### src/rtl/ahb2_rr_arbiter.sv
// ahb2_rr_arbiter: round-robin AHB2 bus arbiter for NUM_MST masters.
// Fixed-length bursts are never broken, and the bus parks on DEFAULT_MST
// when no master is requesting.
// Optional feature: define AHB2_ARB_LOCK_EN to honour hlock. This keeps the
// grant with a locking owner and drives hmastlock. When the macro is
// undefined, hlock is ignored and hmastlock is tied low.
module ahb2_rr_arbiter #(
    parameter int NUM_MST     = 4,
    parameter int DEFAULT_MST = 0,
    parameter int IDX_W       = $clog2(NUM_MST)
) (
    input  logic               hclk,
    input  logic               hreset,
    input  logic [NUM_MST-1:0] hbusreq,
    input  logic [NUM_MST-1:0] hlock,
    input  logic [1:0]         htrans,
    input  logic [2:0]         hburst,
    input  logic               hready,
    input  logic [1:0]         hresp,
    output logic [NUM_MST-1:0] hgrant,
    output logic [IDX_W-1:0]   hmaster,
    output logic               hmastlock
);

    typedef enum logic [1:0] {
        TRANS_IDLE   = 2'd0,
        TRANS_BUSY   = 2'd1,
        TRANS_NONSEQ = 2'd2,
        TRANS_SEQ    = 2'd3
    } transE;

    localparam logic [1:0] RESP_ERROR = 2'd1;

    logic [IDX_W-1:0] gntIdx_q;
    logic [IDX_W-1:0] gntIdx_d;
    logic [IDX_W-1:0] hmaster_q;
    logic [4:0]       cnt_q;
    logic [4:0]       cnt_d;
    logic [4:0]       burstLen;
    logic             arbOk;
    logic             rrFound;
    logic [IDX_W-1:0] rrIdx;
    logic [IDX_W-1:0] candIdx;
    int               cand;
    logic             lockHold;

    // Beats remaining after a NONSEQ, taken from the burst type
    always_comb begin
        burstLen = 5'd0;
        case (hburst)
            3'd2, 3'd3: burstLen = 5'd3;
            3'd4, 3'd5: burstLen = 5'd7;
            3'd6, 3'd7: burstLen = 5'd15;
            default:    burstLen = 5'd0;
        endcase
    end

    // Next beat count; an ERROR during a wait state aborts the burst
    always_comb begin
        cnt_d = cnt_q;
        if (hready) begin
            case (transE'(htrans))
                TRANS_NONSEQ: cnt_d = burstLen;
                TRANS_SEQ:    cnt_d = (cnt_q == 5'd0) ? 5'd0 : cnt_q - 5'd1;
                TRANS_IDLE:   cnt_d = 5'd0;
                default:      cnt_d = cnt_q;
            endcase
        end else if (hresp == RESP_ERROR) begin
            cnt_d = 5'd0;
        end
    end

    assign arbOk = hready && (cnt_d == 5'd0);

    // Round-robin scan starting after the current owner, ending on the owner itself
    always_comb begin
        rrFound = 1'b0;
        rrIdx   = gntIdx_q;
        candIdx = gntIdx_q;
        cand    = 0;
        for (int i = 1; i <= NUM_MST; i++) begin
            cand = int'(gntIdx_q) + i;
            if (cand >= NUM_MST) begin
                cand = cand - NUM_MST;
            end
            candIdx = IDX_W'(cand);
            if (!rrFound && hbusreq[candIdx]) begin
                rrFound = 1'b1;
                rrIdx   = candIdx;
            end
        end
    end

`ifdef AHB2_ARB_LOCK_EN
    logic hmastLock_q;

    assign lockHold = hlock[gntIdx_q];

    // Locked flag follows the owner's hlock whenever the address phase advances
    always_ff @(posedge hclk) begin
        if (hreset) begin
            hmastLock_q <= 1'b0;
        end else if (hready) begin
            hmastLock_q <= hlock[gntIdx_q];
        end
    end

    assign hmastlock = hmastLock_q;
`else
    logic unused_hlock;

    assign lockHold     = 1'b0;
    assign unused_hlock = ^hlock;
    assign hmastlock    = 1'b0;
`endif

    // Grant decision: only re-arbitrate at a burst boundary or when the bus is idle
    always_comb begin
        gntIdx_d = gntIdx_q;
        if (arbOk && !lockHold) begin
            if (rrFound) begin
                gntIdx_d = rrIdx;
            end else begin
                gntIdx_d = IDX_W'(DEFAULT_MST);
            end
        end
    end

    // Grant, address-phase owner and beat counter registers
    always_ff @(posedge hclk) begin
        if (hreset) begin
            gntIdx_q  <= IDX_W'(DEFAULT_MST);
            hmaster_q <= IDX_W'(DEFAULT_MST);
            cnt_q     <= 5'd0;
        end else begin
            gntIdx_q <= gntIdx_d;
            cnt_q    <= cnt_d;
            if (hready) begin
                hmaster_q <= gntIdx_q;
            end
        end
    end

    // One-hot grant decoded from the registered owner index
    always_comb begin
        hgrant           = '0;
        hgrant[gntIdx_q] = 1'b1;
    end

    assign hmaster = hmaster_q;

endmodule

### config.mk
export PLATFORM = sky130hd
export DESIGN_NAME = ahb2_rr_arbiter
export DESIGN_NICKNAME = d
export VERILOG_FILES = /design/src/rtl/ahb2_rr_arbiter.sv
export SDC_FILE = /design/constraint.sdc
export NUM_CORES = 1
export LEC_CHECK = 0
export ABC_AREA = 1
export BUFFER_PORTS_ARGS = -buffer_cell sky130_fd_sc_hd__buf_2
export CORE_MARGIN = 3
export CORE_UTILIZATION = 35
export CTS_BUF_LIST = sky130_fd_sc_hd__clkbuf_2
export CTS_CLUSTER_DIAMETER = 40
export CTS_CLUSTER_SIZE = 28
export DETAILED_ROUTE_END_ITERATION = 8
export HOLD_SLACK_MARGIN = 0.08
export PLACE_DENSITY = 0.62
export SYNTH_ARGS = -nofsm -noshare
export SYNTH_HDL_FRONTEND = slang
export SYNTH_SLANG_ARGS = --single-unit
### constraint.sdc
create_clock -name hclk -period 1.8 [get_ports hclk]
set_input_delay 0.18 -clock hclk [delete_from_list [all_inputs] [get_ports hclk]]
set_output_delay 0.18 -clock hclk [all_outputs]
set_load 0.01 [all_outputs]
# Word-level counts from Yosys, hierarchy flattened
# Index checks and enable logic that the tools add are counted.
[totals]
reg_bits = 9
in_bits = 18
[op_classes]
addsub = 9
magnitude_cmp = 10
n_eq_ne = 10
n_mux = 28
reduce_logical = 15
[op_table]
columns = ["cell", "n"]
rows = [
  ["2-bit 2-to-1 mux", 9],
  ["2-bit by 3-bit < comparator with 1-bit output, second input constant", 5],
  ["5-bit 2-to-1 mux", 3],
  ["5-bit case mux with 3 select lines", 1],
  ["3-bit == test, second input constant", 4],
  ["4-bit case mux with 3 select lines", 1],
  ["5-bit logical NOT", 2],
  ["3-bit >= comparator, second input constant", 3],
  ["1-bit 2-to-1 mux", 9],
  ["1-bit binary-select mux with 2-bit select", 4],
  ["2-bit by 1-bit subtractor with 2-bit output, second input constant", 4],
  ["2-bit by 2-bit adder with 3-bit output, second input constant", 2],
  ["3-bit by 2-bit == test with 1-bit output, second input constant", 2],
  ["2-bit OR reduction", 3],
  ["1-bit logical AND", 5],
  ["5-bit by 1-bit != test with 1-bit output, second input constant", 1],
  ["5-bit by 1-bit subtractor with 5-bit output, second input constant", 1],
  ["2-bit by 3-bit adder with 4-bit output, second input constant", 1],
  ["2-bit == test, second input constant", 2],
  ["4-bit by 3-bit >= comparator with 1-bit output, second input constant", 1],
  ["2-bit by 1-bit adder with 3-bit output, second input constant", 1],
  ["1-bit logical NOT", 3],
  ["1-bit demux with 2-bit select", 1],
  ["2-bit by 1-bit == test with 1-bit output, second input constant", 1],
  ["other kinds (3)", 3],
]

# Depth between registers and ports, before layout
# Gate-level depths: netlist of the first run.
[depth]
ltp_word = 17
ltp_mapped = 14

# Worst setup path before layout of the first run
# OpenSTA, ideal clock, no wires.
[synth_timing]
path_type = "register to register"
startpoint = "register gntIdx_q[0]"
endpoint = "register gntIdx_q[1]"
arrival_time_ns = 1.583
required_time_ns = 1.685
setup_slack_ns = 0.102
path_stages_with_launch = 13
path_buffers = 0
path_cell_list = "dfxtp_1 inv_2 ha_1 inv_1 nand3_1 nand2_1 nand2_1 nor3_1 nor2_1 nand2_1 nand3_1 nand2_1 nor2_1"
[synth_between]
elab_chain_len = 17
word_cells_on_any_way = 41
classes_between = "add/sub: 8; order compare: 4; eq/ne: 1; mux: 21; reduce/logical: 7"
[synth_rtl]
columns = ["item", "line", "source"]
rows = [
  ["start: declaration", "34", "logic [IDX_W-1:0] gntIdx_q;"],
  ["start signal: assignment", "132", "gntIdx_q <= IDX_W'(DEFAULT_MST);"],
  ["start signal: assignment", "136", "gntIdx_q <= gntIdx_d;"],
  ["2-bit by 1-bit adder with 3-bit output", "82", "cand = int'(gntIdx_q) + i;"],
  ["3-bit >= comparator or 2-bit by 1-bit subtractor with 2-bit output (tied branches)", "83, 84", ""],
  ["2-bit 2-to-1 mux", "83", "if (cand >= NUM_MST) begin"],
  ["1-bit binary-select mux with 2-bit select", "87", "if (!rrFound && hbusreq[candIdx]) begin"],
  ["1-bit 2-to-1 mux (not written as such)", "87", ""],
  ["1-bit 2-to-1 mux", "87", ""],
  ["1-bit logical NOT", "87", ""],
  ["1-bit logical AND", "87", ""],
  ["1-bit 2-to-1 mux", "87", ""],
  ["1-bit logical NOT", "87", ""],
  ["1-bit logical AND", "87", ""],
  ["1-bit 2-to-1 mux", "87", ""],
  ["1-bit logical NOT", "87", ""],
  ["1-bit logical AND", "87", ""],
  ["1-bit 2-to-1 mux", "87", ""],
  ["5-bit by 1-bit != test with 1-bit output (no source line)", "--", ""],
  ["2-bit AND reduction (no source line)", "--", ""],
]
# Parallel ways exist; a longest one is shown, timed or not. The select of a mux whose other input is x is not followed.
# A chain may end at the register's enable or synchronous reset.

# Worst setup path in the final report of the first run
[layout_timing]
startpoint = "register gntIdx_q[1]"
endpoint = "register gntIdx_q[1]"
# Same word-level chain as after synthesis.

==> impl_metrics.env, run 1 <==
export IMPL_status="completed"
export IMPL_num_io_pins=25
export IMPL_synthesis_area_per_instance_sq_um=5.88
export IMPL_critPathRequiredTime_ns=1.94
export IMPL_die_h_microns=55.9
export IMPL_core_area_sq_um=2280
export IMPL_syn_instance_count=148
export IMPL_clock_latency_reported_for_the_late_side_of_the_worst_skew_pair_ns=0.24
export IMPL_dieArea_sq_um=3120
export IMPL_wire_length_of_the_first_global_routing_pass_mm=3.20
export IMPL_detail_route_wl_per_cell_microns=9.90
export IMPL_synth_top_cells_by_area="dfxtp_1 21%, nand2_1 20%, ha_1 7.2%"
export IMPL_hold_path_class="in -> reg"
export IMPL_cts_repair_resize_count=0
export IMPL_cts_tree="built"
export IMPL_routabilityCongestion=0.801
export IMPL_worst_slack_on_hold_paths_ns=0.145
export IMPL_pwr_density_cell_nw_per_um2=625
export IMPL_floorplan_initialDensity_pct=38.3
export IMPL_gr_total_overflow=0
export IMPL_iteration_0_drc_count_of_the_detailed_router=26
export IMPL_cts_max_path_bufs=2
export IMPL_worst_endpoint_arrival_ns=1.85
export IMPL_timing_max_transition_violations_final=0
export IMPL_cts_buffers=3
export IMPL_post_route_period_util_pct=95.1
export IMPL_crit_fanout=4
export IMPL_total_via_count_in_the_routed_design=942
export IMPL_detail_route_wirelength_mm=1.98
export IMPL_leakagePower_uw=0.000573
export IMPL_areaGrowthSynthToFinish_pct=19.7
export IMPL_ctsRootBufferMaster="clkbuf_2"
export IMPL_drv_max_cap_violation_count=0
export IMPL_maximum_number_of_pins_on_one_net_before_global_route_repair=10
export IMPL_die_width_microns=55.9
export IMPL_syn_cell_area_sq_um=871
export IMPL_layout_nets=196
export IMPL_final_hold_violation_count=0
export IMPL_clk_transition_reported_paths_ns=0.09
export IMPL_drt_pass1_iter_count=4
export IMPL_cts_hold_repair_buffers=0
export IMPL_placement_io_buffers=18
export IMPL_post_route_drc_count=0
export IMPL_netlist_area_leader_share_pct=20.7
export IMPL_sort_of_element_at_the_end_of_the_critical_path="flop"
export IMPL_grtUsageTotal_pct=12.1
export IMPL_ir_drop_mv=0.262
export IMPL_finalClockSkew_ns=0.00495
export IMPL_ant_nets=0
export IMPL_cts_num_sinks=9
export IMPL_cts_htree_levels=1
export IMPL_synth_ff_latch_count=9
export IMPL_finalCriticalPeriod_ns=1.71
export IMPL_vias_per_cell=4.71
export IMPL_cell_type_contributing_the_most_total_cell_area_after_synthesis="dfxtp_1"
export IMPL_timing_final_setup_violations=0
export IMPL_synth_net_count=171
export IMPL_startpoint_type="flop"
export IMPL_grt_antenna_before_repair=0
export IMPL_cts_post_setup_buffers_inserted=0
export IMPL_yosys_warnings=0
export IMPL_timing_worst_setup_path_type="reg -> reg"
export IMPL_portion_of_the_post_synthesis_area_used_by_sequential_elements_pct=20.7
export IMPL_netlist_cell_type_count=22
export IMPL_antennaDiodeCount=0
export IMPL_tns_ns=0
export IMPL_n_fill_cell=250
export IMPL_first_global_vias=814
export IMPL_rows=17
export IMPL_post_dp_hpwl_mm=1.60
export IMPL_post_route_cells_drive_above_1_share_pct=30.2
export IMPL_clock_fmax_mhz=584
## area by class of cell
cell class              count  area, sq um  share of cell area [%]
multi-input cells         111          588                    56.4
flip-flops and latches      9          181                    17.4
inverters                  26         97.6                    9.36
clock buffers               4         20.0                    1.92
well taps                  28         35.0                    3.36
repair buffers             22          120                    11.5
## sequential cells by signal, summed over array words and instances (netlist names)
signal	count
cnt_q	5
gntIdx_q	2
hmaster	2
## report_power, final
group          internal [uW]  switching [uW]
clock network           59.1            67.1
registers                213            9.24
logic                    111             192
## kinds of logic after synthesis
kind of cell / count (synthesis) / share of synthesized area (%)
AO/OA/AOI/OAI: 13 / 9.48
adder cells (fa/ha/maj): 5 / 7.18
buffers and inverters: 28 / 12.9
flip-flops: 9 / 20.7
other: 1 / 0.431
AND/OR/NAND/NOR: 92 / 49.3
## worst max-delay path: stages, from the launching register on
cell and delay (ns):
dfxtp_1 0.35, inv_2 0.05, ha_1 0.32, inv_1 0.12, nand3_1 0.11, nand2_2 0.10, nand2_1 0.12, nor3_1 0.15
nor2_1 0.05, nand2_1 0.08, nand3_1 0.06, nand2_1 0.06, nor2_1 0.03
## worst paths after layout
kind	end	startpoint	cells after the start	slack [ns]
setup / recovery	gntIdx_q[1]	gntIdx_q[1]	12	0.09
hold / removal	cnt_q[3]	hreset	2	0.14
setup reg to reg	gntIdx_q[1]	gntIdx_q[1]	12	0.09
hold reg to reg	hmaster[0]	hmaster[0]	2	0.53
## cells in the mapped netlist
master / instances
ha_1: 5
nor2_4: 2
dfxtp_1: 9
nand2_2: 4
nand3b_1: 1
conb_1: 1
o21ai_0: 6
buf_4: 2
a221oi_1: 1
nor3_1: 3
a21oi_4: 1
nand3_2: 4
nand3_1: 11
nor2_1: 15
clkinv_1: 2
inv_1: 16
inv_2: 8
nand2_1: 47
nand4_1: 2
nor2_2: 3
a21oi_1: 4
o211ai_1: 1
## stage by stage
stage / total power (uW) / utilization [%] / setup WS, ns / area (sq um) / cells
6_report: 652 / 45.8 / 0.0882 / 1040 / 200
3_3_place_gp: 510 / 44.4 / 0.148 / 1010 / 196
2_1_floorplan: 441 / - / 0.102 / 871 / 148
4_1_cts: 644 / 45.3 / 0.0982 / 1030 / 200
5_1_grt: 709 / 45.8 / -0.0389 / 1040 / 200
3_5_place_dp: 517 / 44.4 / 0.120 / 1010 / 196
## placed cells by master (no fill, tap or decap), drive strengths merged
cell	Yosys	layout
a21oi	5	5
a221oi	1	1
buf	2	22
clkbuf	0	4
clkinv	2	2
conb	1	1
dfxtp	9	9
ha	5	5
inv	24	24
nand2	51	51
nand3	15	15
nand3b	1	1
nand4	2	2
nor2	20	20
nor3	3	3
o211ai	1	1
o21ai	6	6
## layer usage
metal  GRT usage, %  routed length [microns]
met2           18.6                      935
met3          0.928                       69
met5              0                        0
met1           17.5                      950
met4           4.75                       25
Power figures use the tool's default switching activity.
==> inputs of run 2 (changes only) <==
Settings changed: BUFFER_PORTS_ARGS -buffer_cell sky130_fd_sc_hd__buf_2 to -buffer_cell sky130_fd_sc_hd__clkbuf_2, TNS_END_PERCENT from default to 5.
==> impl_metrics.env, run 2 (synthesis results as in run 1) <==
export IMPL_status="completed"
export IMPL_antennaDiodeCount=0
export IMPL_ant_nets=0
export IMPL_cts_post_setup_buffers_inserted=0
export IMPL_multi_input_comb_area_sq_um=596
export IMPL_dieArea_sq_um=3120
export IMPL_die_h_microns=55.9
export IMPL_detail_route_wirelength_mm=1.96
export IMPL_finalCriticalPeriod_ns=1.66
export IMPL_regMostFlops="cnt_q"
export IMPL_fin_cells=200
export IMPL_area_sequential_sq_um=180
export IMPL_layout_nets=196
export IMPL_pwr_density_cell_nw_per_um2=622
export IMPL_core_area_sq_um=2280
export IMPL_clock_latency_reported_for_the_late_side_of_the_worst_skew_pair_ns=0.23
export IMPL_cts_num_sinks=9
export IMPL_areaGrowthSynthToFinish_pct=20.4
export IMPL_final_cell_area_sq_um=1050
export IMPL_critPathRequiredTime_ns=1.94
export IMPL_dpl_cell_area_sq_um=1010
export IMPL_drv_max_cap_violation_count=0
export IMPL_final_common_cell="nand2_1"
export IMPL_timing_final_setup_violations=0
export IMPL_crit_fanout=5
export IMPL_vias_per_cell=4.70
export IMPL_grtUsageTotal_pct=12.5
export IMPL_hold_path_class="in -> reg"
export IMPL_wire_length_of_the_first_global_routing_pass_mm=3.28
export IMPL_grt_antenna_before_repair=0
export IMPL_placement_io_buffers=18
export IMPL_share_clk_of_total_power_pct=19.0
export IMPL_detail_route_wl_per_cell_microns=9.79
export IMPL_regToRegSetupSlack_ns=0.14
export IMPL_ctsRootBufferMaster="clkbuf_2"
export IMPL_ir_drop_mv=0.270
export IMPL_floorplan_initialDensity_pct=38.3
export IMPL_startpoint_type="flop"
export IMPL_clk_transition_reported_paths_ns=0.09
export IMPL_drt_pass1_iter_count=4
export IMPL_final_core_utilization_pct=46.1
export IMPL_post_route_cells_drive_above_1_share_pct=30.8
export IMPL_tns_ns=0
export IMPL_share_comb_of_total_power_pct=47.0
export IMPL_final_hold_violation_count=0
export IMPL_final_cell_mix="44 x nand2_1, 22 x clkbuf_2, 16 x inv_1, 15 x nor2_1, 11 x nand3_1"
export IMPL_switching_pwr_uw=267
export IMPL_largest_register_ffs=5
export IMPL_leakagePower_uw=0.000574
export IMPL_total_power_uw=652
export IMPL_cellInternalPower_uw=385
export IMPL_iteration_0_drc_count_of_the_detailed_router=25
export IMPL_total_via_count_in_the_routed_design=940
export IMPL_post_dp_hpwl_mm=1.63
export IMPL_cts_max_path_bufs=2
export IMPL_clock_fmax_mhz=601
export IMPL_routabilityCongestion=0.771
export IMPL_post_route_period_util_pct=92.4
export IMPL_cts_tree="built"
export IMPL_cts_htree_levels=1
export IMPL_worst_endpoint_arrival_ns=1.80
export IMPL_first_global_vias=797
export IMPL_n_fill_cell=247
export IMPL_timing_max_transition_violations_final=0
export IMPL_die_width_microns=55.9
export IMPL_timing_worst_setup_path_type="reg -> reg"
export IMPL_num_io_pins=25
export IMPL_finalClockSkew_ns=0.00329
export IMPL_maximum_number_of_pins_on_one_net_before_global_route_repair=10
export IMPL_netSwitchingFraction_pct=41.0
export IMPL_cts_buffers=3
export IMPL_gr_total_overflow=0
export IMPL_power_frac_seq_pct=34.0
export IMPL_post_route_drc_count=0
export IMPL_sort_of_element_at_the_end_of_the_critical_path="flop"
export IMPL_rows=17
export IMPL_place_inst=196
==> run 2: repair_timing <==
action                     CTS  global route
hold buffers                 0             0
setup endpoints to repair    0             1
gates resized for setup      0             5
==> run 2: power by group through the flow <==
| stage | logic (uW) | registers (uW) | clock network (uW) |
|---|---|---|---|
| after global placement | 284 | 227 | 0 |
| after detailed placement | 292 | 227 | 0 |
| after CTS | 293 | 222 | 133 |
| after global routing | 348 | 224 | 141 |
| after floorplan | 210 | 231 | 0 |
| final | 307 | 222 | 124 |
==> run 2: through the flow <==
stage | worst slack [ns] | hold slack (ns)
after floorplan | 0.102 | 0.252
after global placement | 0.147 | 0.397
after detailed placement | 0.125 | 0.405
after CTS | 0.103 | 0.132
after global routing | -0.00430 | 0.153
final | 0.137 | 0.148
==> run 2: final timing paths <==
kind                                   from          end  depth (start not counted)
worst max-delay path            gntIdx_q[0]  gntIdx_q[1]                         12
worst min-delay path                 hreset     cnt_q[3]                          2
worst max register to register  gntIdx_q[0]  gntIdx_q[1]                         12
worst min register to register   hmaster[0]   hmaster[0]                          2
==> run 2: cell type report <==
type                    count  area share (%)
repair buffers             22            11.5
inverters                  26            9.31
multi-input cells         111            56.8
flip-flops and latches      9            17.2
well taps                  28            3.34
clock buffers               4            1.91
==> run 2: routing by layer <==
| layer | GRT usage, % | up-vias | share of wire (%) |
|---|---|---|---|
| li1 | - | 506 | - |
| met1 | 17.5 | 405 | 49 |
| met2 | 19.3 | 27 | 44 |
| met3 | 1.62 | 2 | 5.4 |
| met4 | 5.42 | 0 | 1.4 |
| met5 | 0 | - | 0 |
==> run 2: worst max-delay path: stages, from the launching register on <==
cell and delay, ns:
dfxtp_1 0.36, inv_2 0.04, ha_1 0.34, inv_1 0.13
nand3_1 0.10, nand2_2 0.12, inv_1 0.06, nor3_2 0.14
nor2_1 0.06, nand2_1 0.06, nand3_1 0.06, nand2_1 0.06
nor2_1 0.03
==> inputs of run 3 (changes only) <==
Settings changed: CORE_UTILIZATION 35 to 48, PLACE_DENSITY 0.62 to 0.8.
==> impl_metrics.env, run 3 (synthesis results as in run 1) <==
export IMPL_status="completed"
export IMPL_sort_of_element_at_the_end_of_the_critical_path="flop"
export IMPL_multi_input_comb_area_sq_um=596
export IMPL_cts_buffers=3
export IMPL_final_common_cell="nand2_1"
export IMPL_area_sequential_sq_um=180
export IMPL_place_inst=192
export IMPL_ctsRootBufferMaster="clkbuf_2"
export IMPL_n_fill_cell=166
export IMPL_clock_latency_reported_for_the_late_side_of_the_worst_skew_pair_ns=0.25
export IMPL_timing_worst_setup_path_type="reg -> reg"
export IMPL_worstPathBufferInverterCount=2
export IMPL_regMostFlops="cnt_q"
export IMPL_clk_transition_reported_paths_ns=0.10
export IMPL_areaGrowthSynthToFinish_pct=19.8
export IMPL_post_route_cells_drive_above_1_share_pct=31.4
export IMPL_ir_drop_mv=0.362
export IMPL_finalClockSkew_ns=0.00868
export IMPL_timing_final_setup_violations=0
export IMPL_detail_route_wl_per_cell_microns=10.0
export IMPL_cts_max_path_bufs=2
export IMPL_die_h_microns=48.6
export IMPL_critPathRequiredTime_ns=1.95
export IMPL_crit_path_cell_trace="inv_2 -> ha_1 -> inv_2 -> nand3_1 -> nand2_2 -> nand2_2 -> nor3_2 -> nor2_1 -> nand2_1 -> nand3_1 -> nand2_1 -> nor2_1"
export IMPL_placement_io_buffers=18
export IMPL_maximum_number_of_pins_on_one_net_before_global_route_repair=10
export IMPL_grt_antenna_before_repair=0
export IMPL_cts_tree="built"
export IMPL_drt_pass1_iter_count=4
export IMPL_detail_route_wirelength_mm=1.97
export IMPL_ant_nets=0
export IMPL_cpMaxStageDelayCell="dfxtp_1"
export IMPL_num_io_pins=25
export IMPL_largest_register_ffs=5
export IMPL_layout_nets=196
export IMPL_post_dp_hpwl_mm=1.60
export IMPL_finalCriticalPeriod_ns=1.65
export IMPL_core_area_sq_um=1610
export IMPL_fin_cells=196
export IMPL_timing_max_transition_violations_final=0
export IMPL_final_core_utilization_pct=64.8
export IMPL_hold_path_class="in -> reg"
export IMPL_total_power_uw=664
export IMPL_dieArea_sq_um=2360
export IMPL_crit_fanout=4
export IMPL_max_stage_delay_ns=0.35
export IMPL_iteration_0_drc_count_of_the_detailed_router=28
export IMPL_floorplan_initialDensity_pct=54.0
export IMPL_cts_num_sinks=9
export IMPL_total_via_count_in_the_routed_design=970
export IMPL_first_global_vias=815
export IMPL_final_cell_mix="44 x nand2_1, 22 x clkbuf_2, 15 x inv_1, 15 x nor2_1, 11 x nand3_1"
export IMPL_grtUsageTotal_pct=16.8
export IMPL_die_width_microns=48.6
export IMPL_rows=14
export IMPL_cts_post_setup_buffers_inserted=0
export IMPL_wire_length_of_the_first_global_routing_pass_mm=3.26
export IMPL_post_route_drc_count=0
export IMPL_drv_max_cap_violation_count=0
export IMPL_routabilityCongestion=0.881
export IMPL_pwr_density_cell_nw_per_um2=636
export IMPL_gr_total_overflow=0
export IMPL_cts_htree_levels=1
export IMPL_clock_fmax_mhz=606
export IMPL_antennaDiodeCount=0
export IMPL_vias_per_cell=4.95
export IMPL_final_hold_violation_count=0
export IMPL_startpoint_type="flop"
export IMPL_timing_critical_path_max_delay_family="simple AND/OR/NAND/NOR gates"
export IMPL_post_route_period_util_pct=91.7
export IMPL_worst_endpoint_arrival_ns=1.80
export IMPL_leakagePower_uw=0.000574
==> run 3: layer usage <==
metal	up-vias	track usage [%]	part of all wire [%]
met5	-	0	0
met4	0	2.84	0.36
met3	2	4.60	6.0
met2	30	27.5	46
met1	428	22.4	47
li1	510	-	-
==> run 3: final timing paths <==
check / start / to / slack (ns) / cells after the start
worst max register to register: gntIdx_q[0] / gntIdx_q[1] / 0.15 / 12
worst min register to register: hmaster[0] / hmaster[0] / 0.54 / 2
worst max-delay path: gntIdx_q[0] / gntIdx_q[1] / 0.15 / 12
worst min-delay path: hreset / cnt_q[3] / 0.14 / 2
==> run 3: where the power goes <==
group / switching [uW] / internal [uW] / leakage [uW]
clock: 71.1 / 59.1 / 0.0000166
sequential: 9.57 / 213 / 0.0000739
combinational: 197 / 114 / 0.000483
==> run 3: repair_timing <==
action,4_1_cts,5_1_grt
hold buffers,0,0
endpoints found under the setup margin,0,2
gates resized for setup,0,6
==> run 3: cell type report <==
class                   instances  area share, %
repair buffers                 22           11.5
inverters                      26           9.35
well taps                      24           2.88
flip-flops and latches          9           17.3
multi-input cells             111           57.1
clock buffers                   4           1.92
==> run 3: metrics by stage <==
stage	hold WS, ns	cell area (sq um)	setup slack [ns]	setup TNS [ns]
after floorplan	0.252	871	0.102	0
after global placement	0.402	1010	0.164	0
after detailed placement	0.404	1010	0.113	0
after CTS	0.133	1030	0.0937	0
after global routing	0.135	1040	-0.0325	-0.0533
final	0.138	1040	0.150	0
